$ cat config.mk
export PLATFORM = sky130hd
export DESIGN_NAME = periph_mmio_flat
export DESIGN_NICKNAME = d
export VERILOG_FILES = /design/src/rtl/periph_pkg.sv /design/src/rtl/periph_if.sv /design/src/rtl/seg7_decode.sv /design/src/rtl/periph_mmio.sv /design/src/flat_wrapper.sv
export SDC_FILE = /design/constraint.sdc
export NUM_CORES = 1
export LEC_CHECK = 0
export BUFFER_PORTS_ARGS = -buffer_cell sky130_fd_sc_hd__buf_2
export CORE_MARGIN = 2
export CORE_UTILIZATION = 50
export CTS_CLUSTER_DIAMETER = 120
export DETAILED_ROUTE_END_ITERATION = 7
export PLACE_DENSITY = 0.85
export SLEW_MARGIN = 20
export SYNTH_ARGS = -nofsm -noshare
export SYNTH_HDL_FRONTEND = slang
export SYNTH_SLANG_ARGS = --single-unit
$ cat constraint.sdc
create_clock -name clk_i -period 2.5 [get_ports clk_i]
set_clock_uncertainty 0.15 [all_clocks]
set_input_delay 0.5 -clock clk_i [delete_from_list [all_inputs] [get_ports clk_i]]
set_output_delay 0.5 -clock clk_i [all_outputs]
set_load 0.005 [all_outputs]
$ cat src/rtl/periph_pkg.sv
// Shared constants for the memory-mapped peripheral block: register offsets,
// TCON bit positions, hex-to-segment glyph table and the debounce interval.
package periph_pkg;

    localparam logic [4:0] OffTh     = 5'h00;
    localparam logic [4:0] OffTl     = 5'h04;
    localparam logic [4:0] OffTcon   = 5'h08;
    localparam logic [4:0] OffLed    = 5'h0C;
    localparam logic [4:0] OffSwitch = 5'h10;
    localparam logic [4:0] OffDigi   = 5'h14;
    localparam logic [4:0] OffBlank  = 5'h18;

    localparam int unsigned TconRun     = 0;
    localparam int unsigned TconIrqEn   = 1;
    localparam int unsigned TconIrqFlag = 2;

    localparam int unsigned DEBOUNCE_CYC = 32'd1 << 16;

    // Active-low glyphs, bit order {g,f,e,d,c,b,a}.
    function automatic logic [6:0] hex2seg(input logic [3:0] nib);
        logic [6:0] seg;
        seg = 7'h7F;
        case (nib)
            4'h0: seg = 7'b1000000;
            4'h1: seg = 7'b1111001;
            4'h2: seg = 7'b0100100;
            4'h3: seg = 7'b0110000;
            4'h4: seg = 7'b0011001;
            4'h5: seg = 7'b0010010;
            4'h6: seg = 7'b0000010;
            4'h7: seg = 7'b1111000;
            4'h8: seg = 7'b0000000;
            4'h9: seg = 7'b0010000;
            4'hA: seg = 7'b0001000;
            4'hB: seg = 7'b0000011;
            4'hC: seg = 7'b1000110;
            4'hD: seg = 7'b0100001;
            4'hE: seg = 7'b0000110;
            4'hF: seg = 7'b0001110;
        endcase
        return seg;
    endfunction

endpackage

$ cat src/rtl/periph_if.sv
// Data-bus port between the MEM stage (master) and the peripheral block (slave).
interface periph_if;

    logic [31:0] addr;
    logic        wr_en;
    logic        rd_en;
    logic [31:0] wdata;
    logic [31:0] rdata;
    logic        hit;

    modport master (output addr, wr_en, rd_en, wdata, input rdata, hit);
    modport slave  (input addr, wr_en, rd_en, wdata, output rdata, hit);

endinterface

$ cat src/rtl/seg7_decode.sv
// One seven-segment digit: registered hex decode with blanking, active-low output.
module seg7_decode
    import periph_pkg::*;
(
    input  logic       clk_i,
    input  logic       rst_ni,
    input  logic [3:0] nibble_i,
    input  logic       blank_i,
    output logic [6:0] seg_o
);

    logic [6:0] seg_d, seg_q;

    always_comb begin
        seg_d = blank_i ? 7'h7F : hex2seg(nibble_i);
    end

    always_ff @(posedge clk_i or negedge rst_ni) begin
        if (!rst_ni) begin
            seg_q <= 7'h7F;
        end else begin
            seg_q <= seg_d;
        end
    end

    assign seg_o = seg_q;

endmodule

$ cat src/rtl/periph_mmio.sv
// Peripheral block on the data bus: interval timer + irq, LEDs, synchronised switches and
// hex seven-segment digits. Define PERIPH_DEBOUNCE_EN to add per-bit switch debouncers.
module periph_mmio
    import periph_pkg::*;
#(
    parameter logic [31:0] BASE_ADDR  = 32'h4000_0000,
    parameter int unsigned LED_W      = 8,
    parameter int unsigned SW_W       = 8,
    parameter int unsigned NUM_DIGITS = 4,
    parameter int unsigned TIMER_W    = 32
) (
    input  logic                    clk_i,
    input  logic                    rst_ni,
    periph_if.slave                 bus,
    input  logic [SW_W-1:0]         switch_i,
    output logic [LED_W-1:0]        led_o,
    output logic [NUM_DIGITS*7-1:0] digi_out_o,
    output logic                    irq_o
);

    localparam logic [TIMER_W-1:0] TlMax = '1;

    logic [TIMER_W-1:0]      th_d, th_q, tl_d, tl_q;
    logic [2:0]              tcon_d, tcon_q;
    logic [LED_W-1:0]        led_d, led_q;
    logic [4*NUM_DIGITS-1:0] digi_d, digi_q;
    logic [NUM_DIGITS-1:0]   blank_d, blank_q;
    logic [SW_W-1:0]         sw_sync1_q, sw_sync2_q, sw_val;
    logic                    hit, wr, reload;
    logic [4:0]              offs;
    logic                    unused_bits;

    // Window is 0x20-aligned, so the upper address bits alone select it.
    assign hit         = (bus.addr[31:5] == BASE_ADDR[31:5]);
    assign offs        = {bus.addr[4:2], 2'b00};
    assign wr          = bus.wr_en & hit;
    assign reload      = tcon_q[TconRun] && (tl_q == TlMax);
    assign bus.hit     = hit;
    assign unused_bits = ^{bus.addr[1:0], bus.wdata};

    always_comb begin
        th_d    = th_q;
        tl_d    = tl_q;
        tcon_d  = tcon_q;
        led_d   = led_q;
        digi_d  = digi_q;
        blank_d = blank_q;
        if (tcon_q[TconRun]) begin
            tl_d = reload ? th_q : tl_q + TIMER_W'(1);
        end
        if (wr) begin
            case (offs)
                OffTh:    th_d    = bus.wdata[TIMER_W-1:0];
                OffTl:    tl_d    = bus.wdata[TIMER_W-1:0];
                OffTcon:  tcon_d  = bus.wdata[2:0];
                OffLed:   led_d   = bus.wdata[LED_W-1:0];
                OffDigi:  digi_d  = bus.wdata[4*NUM_DIGITS-1:0];
                OffBlank: blank_d = bus.wdata[NUM_DIGITS-1:0];
                default:  ;
            endcase
        end
        // Overflow sets the flag even if the CPU writes TCON in the same cycle.
        if (reload && tcon_q[TconIrqEn]) begin
            tcon_d[TconIrqFlag] = 1'b1;
        end
    end

    always_ff @(posedge clk_i or negedge rst_ni) begin
        if (!rst_ni) begin
            th_q       <= '0;
            tl_q       <= '0;
            tcon_q     <= '0;
            led_q      <= '0;
            digi_q     <= '0;
            blank_q    <= '1;
            sw_sync1_q <= '0;
            sw_sync2_q <= '0;
        end else begin
            th_q       <= th_d;
            tl_q       <= tl_d;
            tcon_q     <= tcon_d;
            led_q      <= led_d;
            digi_q     <= digi_d;
            blank_q    <= blank_d;
            sw_sync1_q <= switch_i;
            sw_sync2_q <= sw_sync1_q;
        end
    end

`ifdef PERIPH_DEBOUNCE_EN
    localparam int unsigned CntW = $clog2(DEBOUNCE_CYC) + 1;

    for (genvar gi = 0; gi < SW_W; gi++) begin : g_debounce
        logic [CntW-1:0] cnt_q;
        logic            deb_q;

        always_ff @(posedge clk_i or negedge rst_ni) begin
            if (!rst_ni) begin
                cnt_q <= '0;
                deb_q <= 1'b0;
            end else if (sw_sync2_q[gi] == deb_q) begin
                cnt_q <= '0;
            end else if (cnt_q == CntW'(DEBOUNCE_CYC - 1)) begin
                cnt_q <= '0;
                deb_q <= sw_sync2_q[gi];
            end else begin
                cnt_q <= cnt_q + CntW'(1);
            end
        end

        assign sw_val[gi] = deb_q;
    end
`else
    assign sw_val = sw_sync2_q;
`endif

    always_comb begin
        bus.rdata = '0;
        if (bus.rd_en && hit) begin
            case (offs)
                OffTh:     bus.rdata = 32'(th_q);
                OffTl:     bus.rdata = 32'(tl_q);
                OffTcon:   bus.rdata = 32'(tcon_q);
                OffLed:    bus.rdata = 32'(led_q);
                OffSwitch: bus.rdata = 32'(sw_val);
                OffDigi:   bus.rdata = 32'(digi_q);
                OffBlank:  bus.rdata = 32'(blank_q);
                default:   bus.rdata = '0;
            endcase
        end
    end

    for (genvar gi = 0; gi < NUM_DIGITS; gi++) begin : g_digit
        seg7_decode u_seg7_decode (
            .clk_i    (clk_i),
            .rst_ni   (rst_ni),
            .nibble_i (digi_q[4*gi +: 4]),
            .blank_i  (blank_q[gi]),
            .seg_o    (digi_out_o[7*gi +: 7])
        );
    end

    assign led_o = led_q;
    assign irq_o = tcon_q[TconIrqFlag];

endmodule

$ cat src/flat_wrapper.sv
// flat-port wrapper written by rule: the top's interface ports become plain ports
module periph_mmio_flat import periph_pkg::*;
#(
    parameter logic [31:0] BASE_ADDR  = 32'h4000_0000,
    parameter int unsigned LED_W      = 8,
    parameter int unsigned SW_W       = 8,
    parameter int unsigned NUM_DIGITS = 4,
    parameter int unsigned TIMER_W    = 32
)
  (clk_i, rst_ni, switch_i, led_o, digi_out_o, irq_o, bus_addr, bus_wr_en, bus_rd_en, bus_wdata, bus_rdata, bus_hit);
  periph_if bus_i ();
  input  logic clk_i;
  input  logic rst_ni;
  input  logic [SW_W-1:0] switch_i;
  output logic [LED_W-1:0] led_o;
  output logic [NUM_DIGITS*7-1:0] digi_out_o;
  output logic irq_o;
  input wire logic [$bits(bus_i.addr)-1:0] bus_addr;
  input wire logic [$bits(bus_i.wr_en)-1:0] bus_wr_en;
  input wire logic [$bits(bus_i.rd_en)-1:0] bus_rd_en;
  input wire logic [$bits(bus_i.wdata)-1:0] bus_wdata;
  output wire logic [$bits(bus_i.rdata)-1:0] bus_rdata;
  output wire logic [$bits(bus_i.hit)-1:0] bus_hit;
  assign bus_i.addr = bus_addr;
  assign bus_i.wr_en = bus_wr_en;
  assign bus_i.rd_en = bus_rd_en;
  assign bus_i.wdata = bus_wdata;
  assign bus_rdata = bus_i.rdata;
  assign bus_hit = bus_i.hit;
  periph_mmio #(.BASE_ADDR(BASE_ADDR), .LED_W(LED_W), .SW_W(SW_W), .NUM_DIGITS(NUM_DIGITS), .TIMER_W(TIMER_W)) u_core (.clk_i(clk_i), .rst_ni(rst_ni), .bus(bus_i), .switch_i(switch_i), .led_o(led_o), .digi_out_o(digi_out_o), .irq_o(irq_o));
endmodule
-- Word level (Yosys, flattened, before mapping)
Memory sizes are Yosys's and may differ from the RTL's.
Cells that the tools add are included.
- add/subtract/negate cells: 1
- equality and inequality tests: 8
- muxes and demuxes: 13
- bitwise logic cells: 1
- reductions and logical operators: 12
- operators by type and width (operator ; count):
    $pmux 32 s7 ; 1
    $mux 32 ; 5
    $add 32x1->32 const B ; 1
    $eq 32x32->1 const B ; 1
    $mux 7 ; 4
    $eq 27x26->1 const B ; 1
    $reduce_and 2->1 ; 6
    $eq 3x3->1 const B ; 3
    $eq 3x2->1 const B ; 2
    $mux 3 ; 2
    $logic_not 5->1 ; 1
    $reduce_bool 2->1 ; 2
    $eq 3x1->1 const B ; 1
    $logic_and 1x1->1 ; 3
    $and 1x1->1 ; 1
    $mux 1 ; 1
- register bits after elaboration: 139
- bits in read-only memories: 448
- input port bits: 76
- output and inout bits: 70
- logic and storage cells: 52
- memories kept: 4
- memory list (name ; depth ; width ; read ports ; clocked after memory_dff ; wr ports ; line ; RTL):
    (name not given) ; 16 ; 7 ; 1 ; 0 ; 0 ; periph_pkg.sv:23 ; case (nib)
    (name not given) ; 16 ; 7 ; 1 ; 0 ; 0 ; periph_pkg.sv:23 ;
    (name not given) ; 16 ; 7 ; 1 ; 0 ; 0 ; periph_pkg.sv:23 ;
    (name not given) ; 16 ; 7 ; 1 ; 0 ; 0 ; periph_pkg.sv:23 ;

-- Depth between registers and ports, before layout
Gate-level depths: netlist of the first run.
- word-level depth: 6
- mapped depth: 9
- gate-level depth less buffers: 7

-- By module
Synthesis of the first run repeated with hierarchy kept, for this count alone.
- cell total of the unflattened synthesis: 762
- area total of the unflattened synthesis: 7935.1 um^2
- modules (own cells, without submodules) (module ; instances ; cells each ; area an instance (um^2)):
    periph_mmio ; 1 ; 598 ; 6013.3
    seg7_decode ; 4 ; 41 ; 480.5

-- Worst setup path before layout of the first run
No wires, ideal clock.
- path kind: input port to output port
- start: input port bus_addr[2]
- end: output port bus_rdata[21]
- data arrival time: 1.789 ns
- data required time: 1.850 ns
- slack: 0.061 ns
- cell stages on the path: 7
- buffers on the path: 3
- path through: buf_2 -> nor2b_1 -> nor2b_1 -> buf_2 -> buf_1 -> a22oi_1 -> nor2_1
- cells in the longest elaborated chain, start to end: 3
- elaborated cells on any way between the ends: 9
- classes of those cells: eq/ne: 6; mux: 2; reduce/logical: 1
- RTL lines (what ; line ; RTL):
    start: declaration ; flat_wrapper.sv:18 ; input wire logic [$bits(bus_i.addr)-1:0] bus_addr;
    $eq 3x3->1, or another cell as far along ; periph_mmio.sv:120 ; case (offs)
    $pmux 32 s7 * ; periph_mmio.sv:120 ;
    $mux 32 * ; periph_mmio.sv:119 ; if (bus.rd_en && hit) begin
    end: declaration ; flat_wrapper.sv:22 ; output wire logic [$bits(bus_i.rdata)-1:0] bus_rdata;
Mark *: on every way between the ends. The rest lies on a longest branch, timed or not.

-- Worst setup path after layout of the first run
- start: input port bus_addr[31]
- end: output port bus_rdata[7]
- cells in the longest elaborated chain, start to end: 3
- RTL lines (what ; line ; RTL):
    $eq 27x26->1 ; periph_mmio.sv:34 ; assign hit = (bus.addr[31:5] == BASE_ADDR[31:5]);
    $logic_and 1x1->1 ; periph_mmio.sv:119 ;
    $mux 32 ; periph_mmio.sv:119 ;
No other way between the ends.

==> impl_metrics.py, run 1 <==
metrics = {
    "synth": {
        "synth_area_leaders": "dfrtp_1, dfstp_2, mux2_2",
        "synth_edf_count": 0,
        "synth_cell_types": 59,
        "synth_xor_area_frac": 0.009959,
        "ys.flop_type": "dfrtp_1",
        "synth_compound_area_frac": 0.1513,
        "synth_top_family_by_area": "simple AND/OR/NAND/NOR gates",
        "muxShareOfSynthArea": 0.1295,
        "synth_top_cell_area_share": 0.3383,
        "synthAdderAreaFrac": 0.03952,
        "yosys.area_share.simple": 0.1861,
        "syn_nets": 908,
        "synth_top_area_cell": "dfrtp_1",
        "yosysSeqAreaShare": 0.4445,
        "syn_area_per_cell_um2": 9.808,
        "yosys_warnings": 0,
        "ys_seq_elements": 139,
        "netlist_area_um2": 7915,
        "async_flop_share": 1.000,
        "synth_cells": 807,
    },
    "critical_path": {
        "slowest_stage": "nor4_4",
        "required_ps": 1850,
        "cp-end-kind": "output pin",
        "critPathMaxFanout": 5,
        "cp.arrival_ps": 1930,
        "path_cells": "buf_6 -> nor4_4 -> and4_1 -> and2_4 -> nand2_4 -> a21o_4 -> buf_12 -> a21oi_4 -> buf_2",
        "critPathKind": "input pin to output pin",
        "r2r-start": "u_core.tl_q[0]",
        "crit_path_start": "bus_addr[31]",
        "cpPeakStageDelay_ps": 260,
        "start_kind": "input pin",
    },
    "cells_and_area": {
        "area_delta_synth_final_pct": 27.09,
        "final_cell_mix": "buf_2, dfrtp_1, nor2_1",
        "final_nets": 1082,
        "fin_cells": 1206,
        "fin_area_um2": 10060,
        "layout_commonest_cell": "buf_2",
        "drive_above_1_share": 0.3803,
    },
    "floorplan": {
        "die_w_um": 129.8,
        "start_util": 0.5168,
        "dieArea_um2": 16850,
        "die_h_um": 129.8,
        "rows": 45,
        "io-pin-count": 146,
        "core_um2": 15310,
    },
    "clock_network": {
        "worstSkewPairLatency_ps": 430,
        "cts_tree": "built",
        "cts.clk_slew.worst_paths_ps": 60,
        "cts.sinks": 139,
        "h-tree-depth": 4,
        "clk_path_buf_depth": 2,
        "cts_buffers": 17,
        "cts_root_buf": "clkbuf_16",
    },
    "timing": {
        "hold_violations": 0,
        "drv_slew": 0,
        "fmax_mhz": 387.8,
        "period_minus_slack_ps": 2579,
        "rsz0062_at_grt": "true",
        "finalSetupViolCount": 24,
        "holdWs_ps": 24.33,
        "finalWorstSetupSlack_ps": -78.78,
        "fin_crit_sh": 1.032,
        "tightest_slew_ps": 517.0,
        "relSlewSlack": 0.6527,
    },
    "min_path": {
        "min_from": "switch_i[6]",
        "hp-class": "input pin to flop",
    },
    "route": {
        "routed_wl_mm": 22.24,
        "via_per_inst": 6.014,
        "dr_total_vias": 7253,
        "ant_nets": 0,
        "firstDrtPassIters": 6,
        "drt_iter0_drc": 671,
        "wire_per_inst_um": 18.44,
        "drc": 0,
    },
    "grt": {
        "grt_pass1_wl_mm": 35.61,
        "grtUsageMet1": 0.3453,
        "use_met3": 0.04469,
        "grt_max_degree": 63,
        "top_usage_layer": "met2",
        "met2_usage": 0.4638,
        "grtUsageTotal": 0.2718,
        "gr-total-overflow": 0,
        "antenna_found_initial": 1,
        "grt_pass1_vias": 7168,
    },
    "outcome": {
        "violations": "setup timing",
        "outcome": "finished, violations left",
    },
    "placement": {
        "routabilityCongestion": 0.9014,
        "dpl-instance-area_um2": 9215,
        "dp_hpwl_mm": 15.40,
        "placedCellCount": 1165,
        "pre_cts_slack_ps": -319.6,
        "io_buffers": 143,
    },
    "flow_run": {
        "cap_violations": 0,
    },
    "pwr": {
        "powerDensity_nw_per_um2": 482.3,
        "leakagePower_nw": 4.713,
        "irDropWorstVdd_uv": 453.6,
    },
}
-- power by group --
part           leakage, nW  switching [mW]  internal [mW]  total, mW
clock network        0.253            1.03           1.28       2.31
registers             1.59         0.00472           2.27       2.27
logic                 2.87           0.159          0.112      0.271
total                 4.71            1.20           3.65       4.85
-- state kept, by name, summed over array words and instances (netlist names) --
name and count:
u_core.blank_q 4, u_core.tcon_q 3, u_core.g_digit.u_seg7_decode.seg_o 28, u_core.tl_q 32
u_core.th_q 32, u_core.digi_q 16, u_core.sw_sync1_q 8, u_core.sw_sync2_q 8
u_core.led_o 8
-- per-layer routing --
layer,vias up,part of all wire
met5,-,0
met4,0,0.026
met3,61,0.077
met2,392,0.50
met1,3538,0.40
li1,3262,-
-- repair_timing --
item	CTS	global route
cloned	1	0
pin swaps	8	14
setup buffers	1	5
endpoints found under the setup margin	32	46
resized for setup	17	37
hold buffers	1	0
endpoints found under the hold margin	22	0
-- cell usage after synthesis, types with 3 or more instances --
| master | instances |
|---|---|
| and2_1 | 6 |
| nand2b_1 | 10 |
| nand2_1 | 51 |
| a211o_1 | 14 |
| dfrtp_1 | 107 |
| a31oi_1 | 14 |
| nor2b_1 | 20 |
| mux2_2 | 59 |
| a21oi_1 | 39 |
| buf_1 | 8 |
| o21a_1 | 4 |
| and4_1 | 5 |
| and3_1 | 12 |
| ha_1 | 25 |
| o211ai_1 | 6 |
| mux2i_1 | 27 |
| nor3b_1 | 6 |
| buf_2 | 17 |
| xnor2_1 | 6 |
| nor2_1 | 98 |
| a311o_1 | 3 |
| xor2_1 | 3 |
| o21ai_0 | 32 |
| or2_2 | 5 |
| nor4_1 | 10 |
| a21o_1 | 12 |
| a211oi_1 | 15 |
| dfstp_2 | 32 |
| o22a_1 | 4 |
| clkbuf_1 | 33 |
| a22oi_1 | 22 |
| inv_1 | 17 |
| a2111oi_0 | 3 |
| mux4_2 | 4 |
| nand4_1 | 12 |
| nand3_1 | 23 |
| nor3_1 | 17 |
-- final timing paths --
kind	end	slack (ps)	cells past startpoint
setup / recovery	bus_rdata[7]	-80	9
hold / removal	u_core.sw_sync1_q[6]	20	1
setup reg to reg	u_core.tl_q[6]	80	9
hold reg to reg	u_core.sw_sync2_q[1]	200	0
max in group asynchronous	u_core.blank_q[1]	1020	3
min in group asynchronous	u_core.sw_sync2_q[0]	430	2
-- through the flow --
stage	power, mW	util	setup TNS, ps
2_1_floorplan	2.387	-	0
3_3_place_gp	2.548	0.6017	-4210
3_5_place_dp	2.555	0.6017	-9595
4_1_cts	4.863	0.6440	-1285
5_1_grt	5.002	0.6567	-2338
6_report	4.852	0.6569	-1073
-- cells by family after synthesis --
kind of cell / after synthesis
simple gates: 289
compound gates: 179
flops: 139
mux: 90
buf+inv: 76
fa+ha+maj: 25
xor+xnor: 9
-- worst max-delay path, delay by kind of cell --
kind,cells,cell delay (ps)
simple gates,4,720
compound gates,2,330
buf+inv,3,360
-- layout make-up --
class,count,area (µm²)
fill,1157,5255
multi-input combinational,592,4244
sequential,139,3521
timing repair buffer,214,1421
clock buffer,17,425.4
tap,211,264.0
clock inverter,15,117.6
inverter,17,63.81
antenna,1,2.502
No activity file was read; power rests on OpenSTA's default activity.
==> inputs of run 2 (changes only) <==
==> constraint.sdc (replaced) <==
create_clock -name clk_i -period 2.5 [get_ports clk_i]
set_clock_uncertainty 0.15 [all_clocks]
set_input_delay 0.125 -clock clk_i [delete_from_list [all_inputs] [get_ports clk_i]]
set_output_delay 0.125 -clock clk_i [all_outputs]
set_load 0.005 [all_outputs]
==> run 2 against run 1 <==
Net effect:
- the flow now finishes without violations
- cell count is 0.83% higher
- critical path type is now flop to flop
- critical endpoint is now u_core.tl_q[29]
- highest routed layer unchanged
- largest power group unchanged
- die area is the same
- total power increased by 3.8%
==> impl_metrics.py, run 2 (synthesized netlist as in run 1, its figures left out) <==
metrics = {
    "outcome": {
        "outcome": "complete, no violations",
    },
    "cells_and_area": {
        "layout_commonest_cell": "buf_2",
        "final_cell_mix": "buf_2, dfrtp_1, nor2_1",
        "fin_area_um2": 10000,
        "diodes": 0,
        "utilization": 0.6533,
        "final_nets": 1093,
        "drive_above_1_share": 0.3264,
        "area_delta_synth_final_pct": 26.40,
    },
    "clock_network": {
        "cts_tree": "built",
        "clk_path_buf_depth": 2,
        "h-tree-depth": 4,
        "post_cts_buffers": 0,
        "cts.clk_slew.worst_paths_ps": 70,
        "worstSkewPairLatency_ps": 430,
        "cts.sinks": 139,
        "cts_buffers": 17,
        "cts_root_buf": "clkbuf_16",
    },
    "pwr": {
        "power.internal_mw": 3.815,
        "p_comb_frac": 0.057,
        "p_switching_mw": 1.220,
        "seqPwrFrac": 0.451,
        "total_power_mw": 5.034,
        "leakagePower_nw": 4.704,
        "power.share.clock": 0.492,
        "swShare": 0.2422,
        "irDropWorstVdd_uv": 497.5,
        "powerDensity_nw_per_um2": 503.2,
    },
    "critical_path": {
        "cp-end-kind": "flop",
        "start_kind": "flop",
        "cp.arrival_ps": 2530,
        "cp_top_family": "simple AND/OR/NAND/NOR gates",
        "critPathKind": "flop to flop",
        "path_cells": "nand4_4 -> nor4_4 -> buf_4 -> nand4_1 -> and3_1 -> a2111oi_0 -> a21oi_1",
        "required_ps": 2650,
        "cpPeakStageDelay_ps": 450,
        "crit_buf_inv": 1,
        "critPathMaxFanout": 7,
        "crit_path_start": "u_core.tl_q[11]",
        "slowest_stage": "dfrtp_1",
        "r2r-start": "u_core.tl_q[11]",
    },
    "floorplan": {
        "core_um2": 15310,
        "dieArea_um2": 16850,
        "die_w_um": 129.8,
        "rows": 45,
        "die_h_um": 129.8,
        "start_util": 0.5168,
        "io-pin-count": 146,
    },
    "route": {
        "ant_nets": 0,
        "routed_wl_mm": 21.85,
        "dr_total_vias": 7157,
        "drc": 0,
        "via_per_inst": 5.886,
        "firstDrtPassIters": 6,
        "drt_iter0_drc": 681,
        "wire_per_inst_um": 17.97,
    },
    "grt": {
        "antenna_found_initial": 0,
        "gr-total-overflow": 0,
        "grtUsageTotal": 0.2689,
        "grt_pass1_wl_mm": 35.37,
        "grt_pass1_vias": 7010,
        "grt_max_degree": 71,
    },
    "timing": {
        "setup_tns_ps": 0,
        "hold_violations": 0,
        "drv_slew": 0,
        "finalSetupViolCount": 0,
        "fin_crit_sh": 0.9532,
        "relSlewSlack": 0.6457,
        "tightest_slew_ps": 531.4,
        "period_minus_slack_ps": 2383,
        "fmax_mhz": 419.6,
    },
    "placement": {
        "dp_hpwl_mm": 14.62,
        "io_buffers": 143,
        "routabilityCongestion": 0.9230,
        "dpl-instance-area_um2": 8987,
    },
    "flow_run": {
        "cap_violations": 0,
    },
    "min_path": {
        "hp-class": "input pin to asynchronous set/reset pin",
    },
}
-- run 2: final cells by class --
cell class | instances | area [µm²]
clock buffer | 18 | 439.2
multi-input combinational | 592 | 4116
fill | 1171 | 5310
timing repair buffer | 225 | 1465
sequential | 139 | 3518
clock inverter | 14 | 137.6
inverter | 17 | 63.81
tap | 211 | 264.0
-- run 2: metal layers --
| layer | up-vias | track usage | wire length [µm] |
|---|---|---|---|
| met2 | 378 | 0.4404 | 10580 |
| met1 | 3438 | 0.3428 | 8900 |
| met3 | 59 | 0.05453 | 1660 |
| met5 | - | 0 | 0 |
| li1 | 3282 | - | - |
| met4 | 0 | 0.1303 | 711 |
-- run 2: repair_timing --
| action | 4_1_cts | 5_1_grt |
|---|---|---|
| endpoints found under the hold margin | 224 | 0 |
| endpoints found under the setup margin | 0 | 11 |
| hold buffers | 41 | 0 |
| gates resized for setup | 0 | 7 |
-- run 2: worst paths after layout --
kind | endpoint | slack (ps) | cells past startpoint
hold reg to reg | u_core.sw_sync2_q[0] | 200 | 0
hold / removal | u_core.sw_sync1_q[3] | 50 | 2
setup reg to reg | u_core.tl_q[29] | 120 | 7
setup / recovery | u_core.tl_q[29] | 120 | 7
max in group asynchronous | u_core.g_digit[3].u_seg7_decode.seg_o[1] | 1390 | 3
min in group clk_i | u_core.tcon_q[2] | 120 | 5
-- run 2: power groups by stage --
| stage | logic (mW) | registers, mW | clock network [mW] |
|---|---|---|---|
| after floorplan | 0.0794 | 2.31 | 0 |
| after global placement | 0.229 | 2.31 | 0 |
| after detailed placement | 0.234 | 2.31 | 0 |
| after CTS | 0.285 | 2.27 | 2.49 |
| after global routing | 0.314 | 2.27 | 2.59 |
| final | 0.288 | 2.27 | 2.48 |
-- run 2: worst register-to-register path, delay by kind of cell (launching register included) --
kind | cells | cell delay [ps]
compound gates | 2 | 500
buf+inv | 1 | 220
flops | 1 | 450
simple gates | 4 | 940
-- run 2: through the flow --
stage                     instances  hold slack [ps]  setup slack (ps)
after floorplan                 807           -320.6             230.0
after global placement         1143           -70.80             161.5
after detailed placement       1143           -67.70             96.97
after CTS                      1216            54.16             51.27
after global routing           1216            83.66            -3.713
final                          1216            48.83             117.0
